File: config.mk
export PLATFORM = sky130hd
export DESIGN_NAME = mem_port_arbiter
export DESIGN_NICKNAME = d
export VERILOG_FILES = /design/src/rtl/mem_port_arbiter.sv
export SDC_FILE = /design/constraint.sdc
export NUM_CORES = 1
export LEC_CHECK = 0
export BUFFER_PORTS_ARGS = -buffer_cell sky130_fd_sc_hd__buf_2
export CORE_ASPECT_RATIO = 1.75
export CORE_MARGIN = 5
export CORE_UTILIZATION = 46
export CTS_BUF_LIST = sky130_fd_sc_hd__clkbuf_2 sky130_fd_sc_hd__clkbuf_4 sky130_fd_sc_hd__clkbuf_8
export DETAILED_ROUTE_END_ITERATION = 10
export GPL_TIMING_DRIVEN = 0
export PLACE_DENSITY_LB_ADDON = 0.25
export SYNTH_ARGS = -nofsm -noshare
export SYNTH_HDL_FRONTEND = slang
export SYNTH_SLANG_ARGS = --single-unit
File: constraint.sdc
create_clock -name clk -period 1.4 [get_ports clk]
set_input_delay 0.14 -clock clk [delete_from_list [all_inputs] [get_ports clk]]
set_output_delay 0.14 -clock clk [all_outputs]
set_load 0.01 [all_outputs]
File: src/rtl/mem_port_arbiter.sv
// Two-requester arbiter for the single main-memory port: instruction fetch vs. data refill/write-back.
// Each granted request holds the port for MEM_LAT cycles, then pulses the owner's done for one cycle.
module mem_port_arbiter #(
  parameter int XLEN    = 32,
  parameter int MEM_LAT = 2
) (
  input  logic            clk,
  input  logic            rst,
  input  logic            i_req,
  input  logic [XLEN-1:0] i_addr,
  output logic            i_done,
  output logic            i_stall,
  input  logic            d_req,
  input  logic            d_we,
  input  logic [XLEN-1:0] d_addr,
  input  logic [XLEN-1:0] d_wd,
  output logic            d_done,
  output logic            d_stall,
  output logic [XLEN-1:0] rdata,
  output logic [XLEN-1:0] mem_addr,
  output logic [XLEN-1:0] mem_wd,
  output logic            mem_we,
  input  logic [XLEN-1:0] mem_rd
);

  localparam int CW = $clog2(MEM_LAT + 1);
  localparam logic [CW-1:0] CNT_LAST = CW'(MEM_LAT - 1);

  typedef enum logic [1:0] {IDLE, ACCESS, DONE} state_t;

  state_t          state, state_nxt;
  logic            owner_d;
  logic            last_d;
  logic [XLEN-1:0] lat_addr;
  logic [XLEN-1:0] lat_wd;
  logic            lat_we;
  logic [CW-1:0]   cnt;
  logic            grant_i, grant_d, cap;
  logic            in_acc, in_done;

  always_ff @(posedge clk) begin
    if (rst) state <= IDLE;
    else     state <= state_nxt;
  end

  // Grants are only evaluated in IDLE, so a req still held during DONE cannot re-grant early.
  always_comb begin
    state_nxt = state;
    grant_i   = 1'b0;
    grant_d   = 1'b0;
    cap       = 1'b0;
    case (state)
      IDLE: begin
        grant_d = d_req && (!i_req || !last_d);
        grant_i = i_req && !grant_d;
        if (grant_d || grant_i) state_nxt = ACCESS;
      end
      ACCESS: begin
        if (cnt == CNT_LAST) begin
          cap       = 1'b1;
          state_nxt = DONE;
        end
      end
      DONE:    state_nxt = IDLE;
      default: state_nxt = IDLE;
    endcase
  end

  always_ff @(posedge clk) begin
    if (rst) begin
      owner_d  <= 1'b0;
      last_d   <= 1'b0;
      lat_addr <= '0;
      lat_wd   <= '0;
      lat_we   <= 1'b0;
      cnt      <= '0;
      rdata    <= '0;
    end else begin
      if (grant_d) begin
        owner_d  <= 1'b1;
        lat_addr <= d_addr;
        lat_wd   <= d_wd;
        lat_we   <= d_we;
        cnt      <= '0;
      end else if (grant_i) begin
        owner_d  <= 1'b0;
        lat_addr <= i_addr;
        lat_wd   <= '0;
        lat_we   <= 1'b0;
        cnt      <= '0;
      end else if (state == ACCESS) begin
        cnt <= cnt + 1'b1;
      end
      // Captured for writes too; the owner simply ignores it.
      if (cap) rdata <= mem_rd;
      if (state == DONE) last_d <= owner_d;
    end
  end

  assign in_acc  = (state == ACCESS);
  assign in_done = (state == DONE);

  assign mem_addr = in_acc ? lat_addr : '0;
  assign mem_wd   = in_acc ? lat_wd   : '0;
  assign mem_we   = in_acc && lat_we;

  assign i_done  = in_done && !owner_d;
  assign d_done  = in_done &&  owner_d;
  assign i_stall = i_req && !i_done;
  assign d_stall = d_req && !d_done;

endmodule

==> results of run 1 <==
[report_power, final]
part	leakage [uW]	internal (uW)	switching, uW
registers	0.000844	3110	113
logic	0.00253	861	653
clock network	0.000105	916	1050
[registers in the layout (all words and copies together), names as in the netlist]
name and flops:
owner_d 1, lat_we 1, lat_addr 32, lat_wd 32
rdata 32, state 2, last_d 1, cnt 2
[worst max-delay path: cells and delay by family, from the launching register on]
family | cells | cell delay (ns)
flops | 1 | 0.35
simple gates | 2 | 0.43
buf+inv | 3 | 0.40
[cell usage in the layout (no fill, tap or decap), types with 3 or more instances in the layout]
cell type / netlist / final
a21oi_1: 33 / 32
a22o_1: 33 / 33
and2_1: 68 / 35
and2_4: 0 / 34
buf_12: 0 / 3
buf_2: 18 / 201
buf_4: 1 / 9
buf_6: 7 / 50
buf_8: 0 / 10
clkbuf_1: 7 / 3
clkbuf_16: 0 / 5
clkbuf_4: 2 / 8
clkbuf_8: 0 / 11
dfxtp_1: 103 / 99
dlygate4sd3_1: 0 / 59
mux2i_1: 32 / 28
mux2i_2: 0 / 3
nand2_1: 67 / 66
o2bb2ai_2: 20 / 27
o2bb2ai_4: 0 / 3
[synthesized netlist by cell type]
cell type    n
a2111oi_0    1
a21boi_1     1
a21o_1       1
a21oi_1     33
a21oi_4      1
a22o_1      33
and2_1      68
and2b_1      1
and3b_1      1
buf_2       18
buf_4        1
buf_6        7
clkbuf_1     7
clkbuf_2     2
clkbuf_4     2
dfxtp_1    103
ha_1         1
inv_1        2
mux2i_1     32
nand2_1     67
nand2b_1     1
nand3b_1     2
nor2_1       4
nor2b_1      1
nor3_1       1
o211a_1      1
o2bb2ai_1   12
o2bb2ai_2   20
or2_1        1
xor2_1       1
[final timing paths]
check,endpoint,slack [ns],cells past startpoint
max,mem_wd[12],-0.28,5
min,rdata[29],0.02,3
max reg2reg,lat_wd[23],-0.09,6
min reg2reg,rdata[19],0.46,2
[through the flow]
| step | setup slack, ns | power, uW | hold WS, ns | TNS [ns] |
|---|---|---|---|---|
| floorplan | 0.143 | 3820 | 0.265 | 0 |
| global placement | -0.185 | 4220 | 0.352 | -5.08 |
| detailed placement | -0.199 | 4250 | 0.351 | -5.22 |
| CTS | -0.294 | 6440 | 0.00153 | -16.24 |
| global route | -0.371 | 7020 | 0.00492 | -24.67 |
| finish | -0.282 | 6700 | 0.0227 | -15.30 |
[logic make-up after synthesis]
| logic type | count (synthesis) | share of synthesized area, % |
|---|---|---|
| buf+inv | 39 | 5.48 |
| mux | 32 | 7.46 |
| flops | 103 | 48.0 |
| fa+ha+maj | 1 | 0.291 |
| xor+xnor | 1 | 0.204 |
| compound gates | 103 | 21.2 |
| simple gates | 147 | 17.4 |
[layer usage]
metal,GRT usage [%],up-vias
met5,0,-
met3,7.48,42
met2,43.8,168
met1,23.4,2055
met4,10.5,0
li1,-,2117
[timing repair]
item	in CTS	in global routing
gates resized for setup	68	116
buffers inserted	7	4
pin swaps	23	33
hold endpoints to repair	57	2
cloned	4	8
hold buffers	57	2
endpoints found under the setup margin	87	162
[final cells by class]
cell class	instances	area share, %
Inverter	2	0.102
Sequential cell	103	28.2
Tap cell	120	2.05
Timing Repair Buffer	313	30.8
Antenna cell	1	0.0341
Clock inverter	5	0.904
Buffer	35	5.17
Clock buffer	11	1.98
Multi-Input combinational cell	285	30.7
==> results.sh, run 1 <==
export IMPL_die_h_um=138
export IMPL_drtIter0Drc=134
export IMPL_core_area_um2=9090
export IMPL_worstMarginPinSlew_ns=0.472
export IMPL_yosysUniqueCellTypes=30
export IMPL_h_tree_depth=3
export IMPL_wl_met1_mm=5.42
export IMPL_yosysWarnings=0
export IMPL_dieArea_um2=11400
export IMPL_drv_cap=0
export IMPL_grt_max_degree=18
export IMPL_grt_use_total_pct=23.4
export IMPL_violations="setup timing"
export IMPL_placed_area_um2=5610
export IMPL_crit_type="flip-flop to primary output"
export IMPL_p_leak_uw=0.00348
export IMPL_clk_pin_slew_ns=0.10
export IMPL_hold_violations=0
export IMPL_slowest_delay_ns=0.35
export IMPL_top_signal_layer_used="met4"
export IMPL_end_kind="primary output"
export IMPL_synth_area_leaders="dfxtp_1, and2_1, mux2i_1"
export IMPL_die_width_um=83.0
export IMPL_cts_sinks=103
export IMPL_root_buffer="clkbuf_8"
export IMPL_cts_tree="yes"
export IMPL_seq_area_um2=2070
export IMPL_floorplan_initialDensity_pct=47.2
export IMPL_min_delay_start="mem_rd[29]"
export IMPL_syn_nets=560
export IMPL_grt_pass1_wl_mm=21.6
export IMPL_yosysTopAreaCellShare_pct=48.0
export IMPL_nNetsFinal=883
export IMPL_path_common_cell="buf_8"
export IMPL_yosys_area_top_type="dfxtp_1"
export IMPL_critical_path_arrival_ns=1.54
export IMPL_fin_ws_ns=-0.282
export IMPL_syn_to_final_growth_pct=70.9
export IMPL_clockBufferDepth=2
export IMPL_hpwl_mm=9.48
export IMPL_ir_drop_v=0.000675
export IMPL_drv_slew=0
export IMPL_multi_input_area_um2=2260
export IMPL_num_rows=46
export IMPL_grt_pass1_vias=4508
export IMPL_ant_nets=0
export IMPL_wl_per_cell_um=17.2
export IMPL_fmax_ghz=0.594
export IMPL_cp_startpoint="state[1]"
export IMPL_syn_cell_area_um2=4300
export IMPL_clk_latency_ns=0.36
export IMPL_io_pins=234
export IMPL_synth_seq_cells=103
export IMPL_status="complete, but fails checks"
export IMPL_overflow=0
export IMPL_slew_headroom_pct=68.5
export IMPL_port_buffers=232
export IMPL_critPathMaxFanout=6
export IMPL_yosysSeqAreaShare_pct=48.0
export IMPL_slowest_stage="dfxtp_4"
export IMPL_rsz0062_at_grt="true"
export IMPL_drc=0
export IMPL_place_inst=778
export IMPL_cts_buffers=9
export IMPL_p_per_area_nw_per_um2=912
export IMPL_syn_area_per_cell_um2=10.1
export IMPL_finalNonFillerCells=875
export IMPL_fin_crit_sh_pct=120
export IMPL_period_minus_slack_ns=1.68
export IMPL_gp_congestion=0.848
export IMPL_vias=4382
export IMPL_layout_drive_gt1_share_pct=50.7
export IMPL_wirelength_mm=15.1
export IMPL_finalClockSkew_ns=0.0118
export IMPL_met3_length_um=830
export IMPL_setup_violations=113
export IMPL_fin_util_pct=80.7
export IMPL_vias_per_cell=5.01
export IMPL_start_kind="flip-flop"
export IMPL_reg2reg_from="state[0]"
export IMPL_finalInstanceArea_um2=7340
export IMPL_fillers=579
export IMPL_drtPass1Iterations=4
export IMPL_worstPathCellList="and2b_4, buf_8, buf_8, and2_1, buf_2"
export IMPL_syn_inst=426
export IMPL_routed_wl_met2_mm=8.30
export IMPL_critical_path_required_ns=1.26
export IMPL_min_delay_path_class="input pin to flip-flop"
export IMPL_antenna_found_initial=1
Note: power is estimated with default switching activity, not from simulation.
==> run 2, diff against run 1 <==
clock period = 1.7 ns   (was 1.4 ns; I/O delays follow)
==> results.sh, run 2 (same netlist as run 1, synthesis figures left out) <==
export IMPL_cts_sinks=103
export IMPL_fin_crit_sh_pct=98.5
export IMPL_min_to="lat_wd[13]"
export IMPL_gp_congestion=0.848
export IMPL_final_cell_mix="buf_2, dfxtp_1, nand2_1"
export IMPL_critical_path_required_ns=1.53
export IMPL_placed_area_um2=5610
export IMPL_use_met1_pct=21.7
export IMPL_critPathMaxFanout=7
export IMPL_grtUsageMet2_pct=39.0
export IMPL_fillers=756
export IMPL_cts_tree="yes"
export IMPL_grt_util_met3_pct=7.12
export IMPL_end_kind="primary output"
export IMPL_root_buffer="clkbuf_8"
export IMPL_wl_per_cell_um=15.4
export IMPL_start_kind="flip-flop"
export IMPL_p_per_area_nw_per_um2=827
export IMPL_finalClockSkew_ns=0.00987
export IMPL_grt_use_total_pct=21.1
export IMPL_drtIter0Drc=133
export IMPL_p_leak_uw=0.00307
export IMPL_r2r_end="lat_addr[6]"
export IMPL_min_delay_start="d_wd[13]"
export IMPL_grt_max_degree=18
export IMPL_hpwl_mm=9.48
export IMPL_ir_drop_v=0.000662
export IMPL_antenna_cells=0
export IMPL_layout_drive_gt1_share_pct=47.5
export IMPL_floorplan_initialDensity_pct=47.2
export IMPL_grt_pass1_wl_mm=19.5
export IMPL_io_pins=234
export IMPL_die_width_um=83.0
export IMPL_clk_latency_ns=0.36
export IMPL_vias=4006
export IMPL_core_area_um2=9090
export IMPL_fmax_ghz=0.597
export IMPL_drv_cap=0
export IMPL_fin_tns_setup_ns=0
export IMPL_num_rows=46
export IMPL_die_h_um=138
export IMPL_crit_type="flip-flop to primary output"
export IMPL_whs_path_depth=2
export IMPL_dieArea_um2=11400
export IMPL_wirelength_mm=12.6
export IMPL_setup_violations=0
export IMPL_status="completed"
export IMPL_drc=0
export IMPL_syn_to_final_growth_pct=45.1
export IMPL_ant_nets=0
export IMPL_h_tree_depth=3
export IMPL_grt_pass1_vias=4094
export IMPL_reg2reg_depth=5
export IMPL_antenna_found_initial=0
export IMPL_period_minus_slack_ns=1.68
export IMPL_rsz0062_at_grt="true"
export IMPL_critical_path_arrival_ns=1.51
export IMPL_nNetsFinal=822
export IMPL_finalInstanceArea_um2=6230
export IMPL_slew_headroom_pct=71.1
export IMPL_fin_ws_ns=0.0250
export IMPL_busiest_layer="met2"
export IMPL_worstMarginPinSlew_ns=0.434
export IMPL_port_buffers=232
export IMPL_overflow=0
export IMPL_pre_cts_slack_ns=0.0705
export IMPL_clockBufferDepth=2
export IMPL_largestRegisters="lat_addr: 32 flops, lat_wd: 32 flops, rdata: 32 flops"
export IMPL_hold_violations=0
export IMPL_vias_per_cell=4.93
export IMPL_cts_buffers=9
export IMPL_min_delay_path_class="input pin to flip-flop"
export IMPL_layout_commonest_cell="buf_2"
export IMPL_drtPass1Iterations=4
export IMPL_reg2reg_from="state[1]"
export IMPL_clk_pin_slew_ns=0.10
export IMPL_r2r_slack_ns=0.26
export IMPL_drv_slew=0
run 2: area by class of cell:
class / count / area [um^2] / share of cell area (%)
Sequential cell: 103 / 2070 / 33.2
Multi-Input combinational cell: 284 / 2050 / 32.9
Timing Repair Buffer: 252 / 1480 / 23.8
Buffer: 36 / 265 / 4.26
Tap cell: 120 / 150 / 2.41
Clock buffer: 11 / 145 / 2.33
Clock inverter: 5 / 66.3 / 1.06
Inverter: 2 / 7.51 / 0.120
run 2: worst max path at each step:
stage / from / to / depth (start not counted)
CTS: state[1] / mem_wd[18] / 5
detailed placement: state[0] / mem_wd[18] / 6
global placement: state[0] / mem_wd[18] / 6
global route: state[1] / mem_wd[25] / 5
floorplan: state[0] / mem_wd[11] / 5
finish: state[1] / mem_wd[23] / 5
run 2: where the power goes:
group	switching, uW	total, uW	internal [uW]
logic	440	921	481
registers	77.9	2630	2560
clock network	843	1600	754
run 2: per-layer routing:
metal | part of all wire [%] | up-vias
met5 | 0 | -
met4 | 2.8 | 0
met3 | 6.2 | 28
met2 | 54 | 155
met1 | 37 | 1836
li1 | - | 1987
run 2: per-stage QoR:
step / utilization (%) / power (uW) / instances / hold WS [ns]
final: 68.5 / 5150 / 813 / 0.0193
after global placement: 61.7 / 3480 / 778 / 0.382
after floorplan: - / 3150 / 426 / 0.295
after global routing: 68.5 / 5430 / 813 / 0.00131
after detailed placement: 61.7 / 3500 / 778 / 0.381
after CTS: 67.5 / 5180 / 808 / 0.000968
run 2: timing repair:
action	CTS	global route
endpoints found under the hold margin	10	5
pin swaps	20	0
gates resized for setup	50	18
buffers inserted	2	0
hold buffers	10	5
cloned	3	0
setup endpoints to repair	65	62
run 2: worst max-delay path, stage by stage (launching register included):
cell	delay, ns
dfxtp_4	0.35
and2b_4	0.29
buf_8	0.15
buf_8	0.11
and2_4	0.14
buf_6	0.09
